## src/rtl/la_pkg.sv

```systemverilog
// Shared types and constants for the logic-analyser capture and dump path.
package la_pkg;
   localparam int UART_W = 8;

   typedef enum logic [2:0] {
      IDLE,
      READ,
      WAIT_RAM,
      SEND,
      WAIT_TX
   } dump_state_t;

   typedef enum logic [1:0] {
      CAP_IDLE,
      CAP_ARMED,
      CAP_RUN,
      CAP_DONE
   } cap_state_t;
endpackage

```

## src/rtl/wrap_cnt.sv

```systemverilog
// Address counter that wraps at ENTRIES-1 rather than at the power-of-two boundary.
module wrap_cnt #(
   parameter int ENTRIES = 384,
   parameter int LOG2    = 9
) (
   input  logic            clk,
   input  logic            rst,
   input  logic            load,
   input  logic [LOG2-1:0] load_val,
   input  logic            inc,
   output logic [LOG2-1:0] q
);
   localparam logic [LOG2-1:0] LAST = LOG2'(ENTRIES - 1);

   logic [LOG2-1:0] q_q;
   logic [LOG2-1:0] q_d;

   always_comb begin
      q_d = q_q;
      if (load) begin
         q_d = load_val;
      end else if (inc) begin
         q_d = (q_q == LAST) ? '0 : q_q + 1'b1;
      end
   end

   always_ff @(posedge clk) begin
      if (rst) begin
         q_q <= '0;
      end else begin
         q_q <= q_d;
      end
   end

   assign q = q_q;
endmodule

```

## src/rtl/dump_ctrl.sv

```systemverilog
// Streams one channel of the capture RAM to the UART, oldest sample first,
// one byte per read/transmit handshake.
module dump_ctrl
   import la_pkg::*;
#(
   parameter int ENTRIES = 384,
   parameter int LOG2    = 9
) (
   input  logic              clk,
   input  logic              rst,
   input  logic              dump_req,
   input  logic [2:0]        dump_chan,
   input  logic              capture_done,
   input  logic [LOG2-1:0]   waddr,
   input  logic [UART_W-1:0] rdata,
   input  logic              tx_done,
   output logic              ren,
   output logic [LOG2-1:0]   raddr,
   output logic [2:0]        chan_sel,
   output logic [UART_W-1:0] tx_data,
   output logic              tx_start,
   output logic              busy,
   output logic              dump_done
);
   localparam logic [LOG2-1:0] LAST = LOG2'(ENTRIES - 1);

   dump_state_t       state_q, state_d;
   logic [LOG2-1:0]   byte_cnt_q, byte_cnt_d;
   logic [2:0]        chan_sel_q, chan_sel_d;
   logic [UART_W-1:0] tx_data_q, tx_data_d;
   logic              dump_done_q, dump_done_d;
   logic              addr_load;
   logic              addr_inc;
   logic [LOG2-1:0]   start_addr;

   // The slot after the last written sample holds the oldest data.
   assign start_addr = (waddr == LAST) ? '0 : waddr + 1'b1;

   wrap_cnt #(
      .ENTRIES (ENTRIES),
      .LOG2    (LOG2)
   ) u_addr (
      .clk      (clk),
      .rst      (rst),
      .load     (addr_load),
      .load_val (start_addr),
      .inc      (addr_inc),
      .q        (raddr)
   );

   always_comb begin
      state_d     = state_q;
      byte_cnt_d  = byte_cnt_q;
      chan_sel_d  = chan_sel_q;
      tx_data_d   = tx_data_q;
      dump_done_d = 1'b0;
      addr_load   = 1'b0;
      addr_inc    = 1'b0;
      unique case (state_q)
         IDLE: begin
            if (dump_req && capture_done) begin
               addr_load  = 1'b1;
               chan_sel_d = dump_chan;
               byte_cnt_d = '0;
               state_d    = READ;
            end
         end
         READ:     state_d = WAIT_RAM;
         WAIT_RAM: begin
            tx_data_d = rdata;
            state_d   = SEND;
         end
         SEND:     state_d = WAIT_TX;
         WAIT_TX: begin
            if (tx_done) begin
               if (byte_cnt_q == LAST) begin
                  dump_done_d = 1'b1;
                  state_d     = IDLE;
               end else begin
                  byte_cnt_d = byte_cnt_q + 1'b1;
                  addr_inc   = 1'b1;
                  state_d    = READ;
               end
            end
         end
         default:  state_d = IDLE;
      endcase
   end

   always_ff @(posedge clk) begin
      if (rst) begin
         state_q     <= IDLE;
         byte_cnt_q  <= '0;
         chan_sel_q  <= '0;
         tx_data_q   <= '0;
         dump_done_q <= 1'b0;
      end else begin
         state_q     <= state_d;
         byte_cnt_q  <= byte_cnt_d;
         chan_sel_q  <= chan_sel_d;
         tx_data_q   <= tx_data_d;
         dump_done_q <= dump_done_d;
      end
   end

   assign ren       = (state_q == READ);
   assign tx_start  = (state_q == SEND);
   assign busy      = (state_q != IDLE);
   assign chan_sel  = chan_sel_q;
   assign tx_data   = tx_data_q;
   assign dump_done = dump_done_q;
endmodule

```

## config.mk

```make
export PLATFORM = sky130hd
export DESIGN_NAME = dump_ctrl
export DESIGN_NICKNAME = d
export VERILOG_FILES = /design/src/rtl/la_pkg.sv /design/src/rtl/wrap_cnt.sv /design/src/rtl/dump_ctrl.sv
export SDC_FILE = /design/constraint.sdc
export NUM_CORES = 1
export LEC_CHECK = 0
export ABC_AREA = 1
export BUFFER_PORTS_ARGS = -buffer_cell sky130_fd_sc_hd__buf_2
export CAP_MARGIN = 5
export CORE_UTILIZATION = 50
export DETAILED_ROUTE_END_ITERATION = 12
export PLACE_DENSITY = 0.76
export SETUP_SLACK_MARGIN = 0.1
export SYNTH_ARGS = -nofsm -noshare
export SYNTH_HDL_FRONTEND = slang
export SYNTH_SLANG_ARGS = --single-unit
```

## constraint.sdc

```tcl
create_clock -name clk -period 1.6 [get_ports clk]
set_input_delay 0.16 -clock clk [delete_from_list [all_inputs] [get_ports clk]]
set_output_delay 0.16 -clock clk [all_outputs]
set_load 0.03 [all_outputs]
```

==> impl_metrics.csv <==
group,metric,value,unit
cells_and_area,nFillCells,341,
sta,slew_headroom,81.6,%
cells_and_area,most-common-layout-cells,"74 x nand2_1, 50 x nor2_1, 48 x buf_2",
critical_path,critPathTopFamily,"simple AND/OR/NAND/NOR gates",
place,placed_area,2250,µm²
yosys,yosys.area.top_type_share,33.6,%
yosys,yosysWarningCount,0,
yosys,yosys-top-cells-area,"dfxtp_1 34%, nand2_1 14%, nor2_1 9.5%",
sta,drv_slew,0,
die,die_x,64.7,µm
hold_path,hold_depth,3,
sta,fin_tns_setup,0,ps
sta,hold_viol,0,
yosys,synth_edf_count,0,
critical_path,crit_top_cell,"buf_4",
place,globalplace.congestion,0.812,
grt,track_usage,23.5,%
clock_tree,clock-sinks,33,
yosys,syn_avg_cell_area,6.60,µm²
grt,grt_max_degree,20,
place,numPortBuffers,48,
clock_tree,cts.hold.buffers_added,0,
run,drv_cap,0,
pwr,p_leak,1.22,nW
critical_path,arrival,1580,ps
die,die_area,4190,µm²
critical_path,end_kind,"flop",
routing,drtIter0Drc,107,
routing,first_pass_iters,4,
cells_and_area,nets,390,
cells_and_area,final_util,67.1,%
sta,worstMarginPinSlew,274,ps
pwr,irDropWorstVdd,0.491,mV
routing,vias,2040,
critical_path,cp.depth,6,
sta,max_freq,709,MHz
sta,setup_violations,0,
place,hpwl,3430,µm
critical_path,crit_chain,"nor2_2 > nand3_4 > buf_4 > buf_4 > nand3_1 > a21oi_1",
sta,period_share,88.2,%
grt,overflow,0,
yosys,synth_cell_types,34,
grt,grt_pass1_wl,7620,µm
critical_path,crit_fanout,8,
die,core_area,3720,µm²
die,start_util,53.0,%
critical_path,worstPathRequired,1770,ps
cells_and_area,seq_area,663,µm²
yosys,async_reset_ff_share,0,%
grt,grt_pass1_vias,1837,
yosys,ys_ff_latch,33,
die,ios,49,
yosys,syn_area,1970,µm²
cells_and_area,antennaDiodeCount,0,
clock_tree,clockRootBuffer,"clkbuf_8",
die,die_y,64.7,µm
routing,drcViolationCount,0,
critical_path,path_buf_inv,2,
clock_tree,cts.htree.levels,2,
grt,grt_antenna_before_repair,0,
critical_path,max_stage_delay,340,ps
critical_path,ff2ff_path_depth,6,
yosys,synth_top_area_cell,"dfxtp_1",
sta,period_minus_slack,1410,ps
hold_path,worstHoldPathType,"input pin to flop",
outcome,outcome,"finished clean",
clock_tree,cts_tree,"yes",
clock_tree,cts.path.max_buffers,2,
cells_and_area,area_delta_synth_final,26.8,%
yosys,synth_cells,298,
critical_path,startpoint_type,"flop",
clock_tree,clk_pin_slew_worst_paths,70,ps
routing,vias_per_cell,4.96,
cells_and_area,final_area,2490,µm²
yosys,synth-seq-area-share,33.6,%
routing,routedWlPerCell,11.5,µm
sta,clock_skew,12.7,ps
die,core.rowCount,22,
yosys,syn_nets,326,
cells_and_area,multi_input_area,1170,µm²
pwr,p_per_area,919,nW/µm²
clock_tree,insertion_delay,290,ps
critical_path,path_class,"flop to flop",
cells_and_area,drive_above_1_share,27.3,%
critical_path,crit_slowest_cell,"dfxtp_1",
clock_tree,cts_buffers,5,
sta,rsz0062_at_grt,"true",
cells_and_area,final_common_cell,"nand2_1",
yosys,synth_ff_type,"dfxtp_1",
routing,wirelength,4730,µm
sta,holdWs,116,ps
routing,ant_nets,0,
repair_timing:
item | CTS | global route
resized for setup | 0 | 7
endpoints found under the setup margin | 0 | 11
hold endpoints to repair | 0 | 0
buffers inserted | 0 | 11
cells in the mapped netlist, types with 3 or more instances:
cell type / count
dfxtp_1: 33
o21ai_1: 4
a21oi_1: 11
nand2_1: 76
nand3_1: 20
nor2_1: 50
inv_1: 35
xnor2_1: 3
clkbuf_1: 3
nand2_2: 4
nand3b_1: 4
nand4_1: 3
ha_1: 3
o21ai_0: 19
final timing paths:
| kind | endpoint | slack, ps | start |
|---|---|---|---|
| setup / recovery | byte_cnt_q[2] | 190 | state_q[2] |
| hold reg to reg | chan_sel[0] | 470 | chan_sel[0] |
| setup reg to reg | byte_cnt_q[2] | 190 | state_q[2] |
| hold / removal | chan_sel[0] | 120 | dump_chan[0] |
worst min-delay path: stages:
cell and delay (ps):
buf_2 100, nand2_1 50, a21oi_1 50
cells by family (layout without fill, tap and decap cells):
logic type	count (synthesis)	in the layout	synth area share, %
AOI/OAI and AO/OA	40	40	11.2
buffers and inverters	43	107	8.84
xor gates and xnor gates	4	4	1.78
DFF	33	33	33.6
adders and majority gates	3	3	1.91
and+or+nand+nor	175	176	42.7
routing by layer:
layer | global-route usage [%] | routed length, µm | vias up
met2 | 41.4 | 2310 | 58
li1 | - | - | 1075
met5 | 0 | 0 | -
met4 | 9.44 | 82 | 0
met3 | 6.16 | 236 | 9
met1 | 26.4 | 2110 | 898
where the power goes:
group / internal, mW / switching [mW] / leakage [nW] / total (mW)
sequential: 0.879 / 0.0493 / 0.269 / 0.928
combinational: 0.189 / 0.359 / 0.890 / 0.548
clock: 0.508 / 0.309 / 0.0585 / 0.817
total: 1.58 / 0.717 / 1.22 / 2.29
stage by stage:
stage                     setup WS, ps  power (mW)  std cells
after floorplan                    136        1.31        298
after global placement             146        1.45        391
after detailed placement           114        1.46        391
after CTS                          100        2.27        399
after global routing              70.1        2.40        411
final                              189        2.29        411
registers in the layout, indices dropped and copies added (netlist names):
name	flops
chan_sel	3
u_addr.q	9
tx_data	8
byte_cnt_q	9
state_q	3
dump_done	1
area by class of cell:
type | count | area share (%)
Clock buffer | 7 | 3.46
Clock inverter | 1 | 1.20
Inverter | 38 | 5.72
Multi-Input combinational cell | 223 | 47.1
Sequential cell | 33 | 26.6
Tap cell | 48 | 2.41
Timing Repair Buffer | 61 | 13.5
(Power assumes the default switching activity.)
